--- config.mk ---
export PLATFORM = sky130hd
export DESIGN_NAME = change_dispenser
export DESIGN_NICKNAME = d
export VERILOG_FILES = /design/src/rtl/change_dispenser.sv
export SDC_FILE = /design/constraint.sdc
export NUM_CORES = 1
export LEC_CHECK = 0
export ABC_AREA = 1
export CAP_MARGIN = 20
export CORE_ASPECT_RATIO = 1.2
export CORE_UTILIZATION = 54
export CTS_CLUSTER_DIAMETER = 30
export DETAILED_ROUTE_END_ITERATION = 6
export GPL_TIMING_DRIVEN = 0
export PLACE_DENSITY = 0.81
export SYNTH_ARGS = -nofsm -noshare
export SYNTH_HDL_FRONTEND = slang
export SYNTH_SLANG_ARGS = --single-unit
export TNS_END_PERCENT = 1
--- constraint.sdc ---
create_clock -name clk -period 2.2 [get_ports clk]
set_input_delay 0.44 -clock clk [delete_from_list [all_inputs] [get_ports clk]]
set_output_delay 0.44 -clock clk [all_outputs]
set_load 0.03 [all_outputs]
--- src/rtl/change_dispenser.sv ---
// Change-return payout controller: drives the hopper's $10/$5 solenoids one coin at a time,
// waits for the coin-seen sensor after each eject, and keeps the coin inventory.
module change_dispenser #(
   parameter int PULSE_CYC   = 16,
   parameter int TIMEOUT_CYC = 1024,
   parameter int AMT_W       = 4,
   parameter int INV_W       = 6,
   parameter int INIT_TEN    = 10,
   parameter int INIT_FIVE   = 10
) (
   input  logic             clk,
   input  logic             rst,
   input  logic             req,
   input  logic [AMT_W-1:0] amount,
   input  logic             restock,
   input  logic [INV_W-1:0] restock_ten,
   input  logic [INV_W-1:0] restock_five,
   input  logic             coin_seen,
   output logic             eject_ten,
   output logic             eject_five,
   output logic             busy,
   output logic             done,
   output logic             short,
   output logic             jam,
   output logic [AMT_W-1:0] remain,
   output logic [3:0]       bcd_tens,
   output logic [3:0]       bcd_ones,
   output logic [INV_W-1:0] inv_ten,
   output logic [INV_W-1:0] inv_five
);

   localparam logic [2:0] S_IDLE   = 3'd0;
   localparam logic [2:0] S_SELECT = 3'd1;
   localparam logic [2:0] S_EJECT  = 3'd2;
   localparam logic [2:0] S_WAIT   = 3'd3;
   localparam logic [2:0] S_DONE   = 3'd4;
   localparam logic [2:0] S_FAULT  = 3'd5;

   localparam int TW = $clog2(PULSE_CYC + TIMEOUT_CYC) + 1;

   logic [2:0]       state, state_n;
   logic [TW-1:0]    timer, timer_n;
   logic             coin_is_ten, coin_n;
   logic             seen, seen_n;
   logic             coin_prev, rise;
   logic [AMT_W-1:0] remain_n;
   logic [INV_W-1:0] ten_n, five_n;
   logic             short_n, jam_n;
   logic             credit, take_restock;

   function automatic logic [INV_W-1:0] sat_add(input logic [INV_W-1:0] a, input logic [INV_W-1:0] b);
      logic [INV_W:0] s;
      s = {1'b0, a} + {1'b0, b};
      return s[INV_W] ? {INV_W{1'b1}} : s[INV_W-1:0];
   endfunction

   assign rise = coin_seen & ~coin_prev;

   // remain is in $5 units, so remain*5 in decimal is tens=remain/2, ones=5 when odd
   assign bcd_tens = 4'(remain >> 1);
   assign bcd_ones = remain[0] ? 4'd5 : 4'd0;

   always_comb begin
      state_n      = state;
      timer_n      = timer + TW'(1);
      coin_n       = coin_is_ten;
      seen_n       = seen;
      remain_n     = remain;
      ten_n        = inv_ten;
      five_n       = inv_five;
      short_n      = short;
      jam_n        = jam;
      credit       = 1'b0;
      take_restock = 1'b0;
      case (state)
         S_IDLE: begin
            timer_n      = '0;
            seen_n       = 1'b0;
            take_restock = restock;
            if (req) begin
               remain_n = amount;
               short_n  = 1'b0;
               state_n  = S_SELECT;
            end
         end
         S_SELECT: begin
            timer_n = '0;
            seen_n  = 1'b0;
            if (remain == '0)
               state_n = S_DONE;
            else if (remain >= AMT_W'(2) && inv_ten != '0) begin
               coin_n  = 1'b1;
               state_n = S_EJECT;
            end else if (inv_five != '0) begin
               coin_n  = 1'b0;
               state_n = S_EJECT;
            end else begin
               short_n = 1'b1;
               state_n = S_DONE;
            end
         end
         S_EJECT: begin
            if (rise) seen_n = 1'b1;
            if (timer == TW'(PULSE_CYC - 1)) begin
               timer_n = '0;
               if (seen | rise) credit = 1'b1;
               else             state_n = S_WAIT;
            end
         end
         S_WAIT: begin
            if (seen | rise)
               credit = 1'b1;
            else if (timer == TW'(TIMEOUT_CYC - 1)) begin
               jam_n   = 1'b1;
               state_n = S_FAULT;
            end
         end
         S_DONE: begin
            timer_n = '0;
            state_n = S_IDLE;
         end
         S_FAULT: begin
            timer_n = '0;
            if (restock) begin
               take_restock = 1'b1;
               jam_n        = 1'b0;
               state_n      = S_IDLE;
            end
         end
         default: state_n = S_IDLE;
      endcase
      if (credit) begin
         seen_n  = 1'b0;
         state_n = S_SELECT;
         if (coin_is_ten) begin
            remain_n = remain - AMT_W'(2);
            ten_n    = inv_ten - INV_W'(1);
         end else begin
            remain_n = remain - AMT_W'(1);
            five_n   = inv_five - INV_W'(1);
         end
      end
      if (take_restock) begin
         ten_n  = sat_add(inv_ten, restock_ten);
         five_n = sat_add(inv_five, restock_five);
      end
   end

   // Outputs are registered from next-state so the solenoids are glitch-free Moore drives
   always_ff @(posedge clk or posedge rst) begin
      if (rst) begin
         state       <= S_IDLE;
         timer       <= '0;
         coin_is_ten <= 1'b0;
         seen        <= 1'b0;
         coin_prev   <= 1'b0;
         remain      <= '0;
         inv_ten     <= INV_W'(INIT_TEN);
         inv_five    <= INV_W'(INIT_FIVE);
         short       <= 1'b0;
         jam         <= 1'b0;
         eject_ten   <= 1'b0;
         eject_five  <= 1'b0;
         busy        <= 1'b0;
         done        <= 1'b0;
      end else begin
         state       <= state_n;
         timer       <= timer_n;
         coin_is_ten <= coin_n;
         seen        <= seen_n;
         coin_prev   <= coin_seen;
         remain      <= remain_n;
         inv_ten     <= ten_n;
         inv_five    <= five_n;
         short       <= short_n;
         jam         <= jam_n;
         eject_ten   <= (state_n == S_EJECT) &&  coin_n;
         eject_five  <= (state_n == S_EJECT) && !coin_n;
         busy        <= (state_n != S_IDLE);
         done        <= (state_n == S_DONE);
      end
   end

endmodule

==> Word level (Yosys, flattened, before mapping) <==
Cells that the tools add are included.
{ "totals": {"reg_bits": 40, "in_bits": 21, "word_cells": 114} }
{ "classes": {"n_addsub": 7, "magnitude_cmp": 1, "n_eq_ne": 18, "muxes": 47, "bitwise": 3, "n_reduce_logical": 24} }
{ "op_table": {"columns": ["op", "n"], "rows": [
  ["6-bit two-way mux", 8],
  ["3-bit two-way mux", 11],
  ["12-bit one-hot mux with 2 select lines", 1],
  ["1-bit two-way mux", 16],
  ["4-bit two-way mux", 4],
  ["3-bit one-hot mux with 5 select lines", 1],
  ["6-bit by 6-bit adder with 7-bit output", 2],
  ["2-bit != test (second input constant)", 7],
  ["12-bit by 1-bit adder with 12-bit output (second input constant)", 1],
  ["12-bit by 10-bit == test with 1-bit output (second input constant)", 1],
  ["12-bit by 4-bit == test with 1-bit output (second input constant)", 1],
  ["12-bit two-way mux", 1],
  ["2-bit nonzero test", 6],
  ["6-bit nonzero test", 2],
  ["6-bit by 1-bit subtractor with 6-bit output (second input constant)", 2],
  ["1-bit one-hot mux with 2 select lines", 5],
  ["3-bit by 2-bit == test with 1-bit output (second input constant)", 3],
  ["3-bit == test (second input constant)", 3],
  ["2-bit AND reduction", 4],
  ["3-bit nonzero test", 2],
  ["5-bit AND reduction", 1],
  ["4-bit by 2-bit >= comparator with 1-bit output (second input constant)", 1],
  ["4-bit logical NOT", 1],
  ["4-bit AND reduction", 1],
  ["other kinds (13)", 15]
]} }

==> Depth between registers and ports, before layout <==
{ "logic_depth": {"depth_word": 9, "depth_mapped": 12} }

==> Worst setup path after synthesis <==
Ideal clock, no wire load.
{ "synth_timing": {"kind": "reg-to-reg", "start": "register inv_ten[0]", "end": "register inv_ten[4]", "setup_time_ns": 0.083, "arrival_time_ns": 1.845, "required_time_ns": 2.117, "path_slack_ns": 0.273, "path_stages_with_launch": 10, "period_less_slack_ns": 1.927, "cell_sequence": "dfrtp_1 -> ha_1 -> inv_1 -> fa_1 -> or2_2 -> nand2_1 -> nand2_1 -> nand4_1 -> nand2_1 -> o21ai_0"} }
{ "synth_between": {"elab_chain_cells": 4, "elab_cells_between_ends": 6, "cone_classes": "add/sub: 2; mux: 4"} }
{ "synth_lines": {"columns": ["item", "line_no", "source"], "rows": [
  ["from (decl)", "28", "output logic [INV_W-1:0] inv_ten,"],
  ["from (signal assigned)", "158", "inv_ten <= INV_W'(INIT_TEN);"],
  ["from (signal assigned)", "173", "inv_ten <= ten_n;"],
  ["6-bit by 1-bit subtractor with 6-bit output", "137", "ten_n = inv_ten - INV_W'(1);"],
  ["6-bit two-way mux", "135", "if (coin_is_ten) begin"],
  ["6-bit two-way mux", "132", "if (credit) begin"],
  ["6-bit two-way mux *", "143", "if (take_restock) begin"]
]} }
Every way passes the cells marked *; elsewhere a longest branch is shown, timed or not. The select of a mux whose other input is x is not followed.
A chain may end at the register's enable or synchronous reset.

==> Worst setup path after layout <==
{ "layout_timing": {"start": "input restock_five[0]", "end": "register inv_five[4]"} }
{ "layout_between": {"elab_chain_cells": 3} }
{ "layout_lines": {"columns": ["item", "line_no", "source"], "rows": [
  ["from (decl)", "17", "input logic [INV_W-1:0] restock_five,"],
  ["6-bit by 6-bit adder with 7-bit output", "53", "s = {1'b0, a} + {1'b0, b};"],
  ["6-bit two-way mux", "54", "return s[INV_W] ? {INV_W{1'b1}} : s[INV_W-1:0];"],
  ["6-bit two-way mux", "143", null],
  ["to (signal assigned)", "159", "inv_five <= INV_W'(INIT_FIVE);"],
  ["to (signal assigned)", "174", "inv_five <= five_n;"],
  ["to (decl)", "29", "output logic [INV_W-1:0] inv_five"]
]} }
No other way between the ends.

==> metrics.cfg <==
[critical_path]
cp-end-kind = register
critPathKind = in2reg
critical-path-max-stage-delay_ns = 0.46
timing.critical_path.mode_cell = nand2_1
start_kind = input pin
critPathMaxFanout = 3
required_ns = 2.38
cp.arrival_ns = 2.22
crit_chain = clkdlybuf4s50_1 -> ha_1 -> inv_1 -> fa_1 -> inv_1 -> nand3_1 -> a21boi_0 -> o21ai_0 -> nand2_1 -> nand2_1 -> nand2_1 -> nand2_1
cpMaxStageDelayCell = clkdlybuf4s50_1

[logic_synthesis]
synth.distinct_cells = 33
yosys_warnings = 0
synthCells = 453
synthTopCellsByCount = 131 x nand2_1, 73 x inv_1, 60 x nor2_1, 36 x dfrtp_1, 35 x nand3_1
synth_edf_count = 0
synth_area_leader_cell = dfrtp_1
syn-cell-area_sq_um = 3080
synthArstFlopShare_pct = 100
syn_avg_cell_area_sq_um = 6.79
synth_flop_cell = dfrtp_1
synth_most_common_cell = nand2_1
synth_seq_area_share_pct = 32.7
synth-seq-cells = 40
synth_top_cell_area_share_pct = 29.3
yosys-top-cells-area = dfrtp_1 29%, nand2_1 16%, inv_1 8.9%

[placed_design]
portBuffers = 47
finalWeightedCongestion = 0.879
dp.cells = 564
dp_hpwl_microns = 5310

[routing]
vias = 2980
drtIter0Drc = 97
routed_via_density = 5.21
drt-wirelength-per-cell_microns = 11.8
drcViolationCount = 0
finalWirelength_microns = 6780
drtPass1Iterations = 6
ant_nets = 0

[cells_and_area]
num_antenna_cells = 0
fin_cells = 572
drive_above_1_share_pct = 7.06
synthToLayoutAreaGrowth_pct = 22.3
n_fill_cell = 460
fin_nets = 552

[sta]
worst_pin_slew_ns = 0.843
hold_violations = 0
final_max_slew_viol_count = 0
max_freq_mhz = 490
setup_viol = 0
fin_crit_ns = 2.04
relSlewSlack_pct = 43.7
finClkSkew_ns = 0.00524
rsz0062_at_grt = false
whs_ns = 0.486
post-route-period-util_pct = 92.8

[floorplanning]
pin_count = 51
start_util_pct = 57.3
die_y_microns = 84.7
rows = 29
die_area_sq_um = 6000
die_w_microns = 70.9
core_sq_um = 5370

[clock_tree]
cts_buffer_depth = 2
clk_pin_slew_worst_paths_ns = 0.07
htreeDepth = 2
cts_tree = done
cts.sinks = 40
cts-buffers-inserted = 5
cts_root_buf = clkbuf_8
clk_latency_ns = 0.29

[pwr]
power_w = 0.00506
p_leak_nw = 1.98
cellPowerDensity_nw_per_um2 = 1350
max-vdd-ir-drop_mv = 0.857

[grt]
grt_pass1_vias = 2796
grt_use_total_pct = 24.2
gr-total-overflow = 0
grt_pass1_wl_microns = 11800
grt_max_degree = 41
antenna_found_initial = 0

[min_path]
hold_path.class = reg2reg

[run_status]
outcome = complete, no violations

[flow_run]
cap_violations = 0

-- sequential cells by signal, summed over array words and instances, names as in the netlist --
signal       count
timer           12
inv_five         6
inv_ten          6
remain           4
state            3
busy             1
coin_is_ten      1
coin_prev        1
done             1
eject_five       1
eject_ten        1
jam              1
seen             1
short            1
-- what timing repair did --
action | in CTS | in global routing
setup buffers | 0 | 0
setup endpoints to repair | 0 | 2
resized for setup | 0 | 2
hold buffers | 0 | 0
endpoints found under the hold margin | 0 | 0
-- layout by cell type (no fill, tap or decap), types with 2 or more instances in the layout --
cell type | synthesis | layout
nor2_1 | 60 | 59
nor3_1 | 8 | 8
nand2_2 | 3 | 3
xor2_1 | 6 | 6
xnor2_1 | 4 | 4
a21oi_1 | 11 | 11
nand4_1 | 10 | 10
a21boi_0 | 2 | 2
nand3_1 | 35 | 35
o21ai_1 | 2 | 2
clkbuf_8 | 0 | 7
ha_1 | 20 | 20
nand2_1 | 131 | 131
buf_4 | 8 | 8
inv_1 | 73 | 72
nand2_4 | 3 | 3
conb_1 | 1 | 3
clkdlybuf4s50_1 | 0 | 47
o21ai_0 | 18 | 18
a22oi_1 | 2 | 2
inv_2 | 2 | 3
or2_2 | 2 | 2
dfrtp_1 | 36 | 36
dfstp_2 | 4 | 4
-- through the flow --
stage	area (sq um)	setup WS, ns	TNS, ns	util [%]
after detailed placement	3630	-0.216	-1.44	67.6
final	3760	0.157	0	70.1
after global placement	3630	-0.160	-3.13	67.6
after floorplan	3080	0.273	0	-
after global routing	3760	0.0378	0	70.1
after CTS	3760	0.121	0	70.0
-- report_power, final --
| part | total, W | switching [W] | internal, W |
|---|---|---|---|
| Sequential | 0.00130 | 0.000300 | 0.00100 |
| Clock | 0.000658 | 0.000258 | 0.000400 |
| Combinational | 0.00310 | 0.00186 | 0.00124 |
| Total | 0.00506 | 0.00242 | 0.00264 |
-- cell type report --
type | instances | area [sq um] | area share (%)
multi-input cells | 331 | 1730 | 46.0
clock inverters | 1 | 30.0 | 0.798
flip-flops and latches | 40 | 1010 | 26.7
repair buffers | 47 | 470 | 12.5
inverters | 75 | 282 | 7.48
plain buffers | 9 | 71.3 | 1.89
clock buffers | 7 | 96.3 | 2.56
well taps | 62 | 77.6 | 2.06
-- worst paths after layout --
kind / to / slack, ns / startpoint / cells after the start
hold reg to reg: timer[0] / 0.49 / timer[0] / 1
max in group asynchronous: timer[5] / 1.04 / rst / 2
setup reg to reg: inv_ten[2] / 0.28 / inv_ten[3] / 9
setup / recovery: inv_five[4] / 0.16 / restock_five[0] / 12
hold / removal: timer[0] / 0.49 / timer[0] / 1
min in group asynchronous: timer[0] / 0.63 / rst / 2
-- critical path: cells and delay by family --
kind,cells,cell delay (ns)
AOI/OAI and AO/OA,2,0.26
adders and majority gates,2,0.60
buffers and inverters,3,0.62
and+or+nand+nor,5,0.30
-- routing by layer --
layer  routed length, microns  global-route usage, %
met5                        0                      0
met4                       81                   8.36
met3                      306                   3.48
met2                     3500                   44.3
met1                     2890                   28.6
-- kinds of logic (layout without fill, tap and decap cells) --
group	count (synthesis)	count (layout)	share of synthesized area, %
AND/OR/NAND/NOR	257	257	36.4
adder cells (fa/ha/maj)	22	22	9.43
multiplexers	1	1	0.325
flip-flops	40	40	32.7
AO/OA/AOI/OAI	38	38	6.75
buffers and inverters	84	139	11.5
XOR/XNOR	10	10	2.85
other	1	3	0.122
No activity file was read; power rests on OpenSTA's default activity.
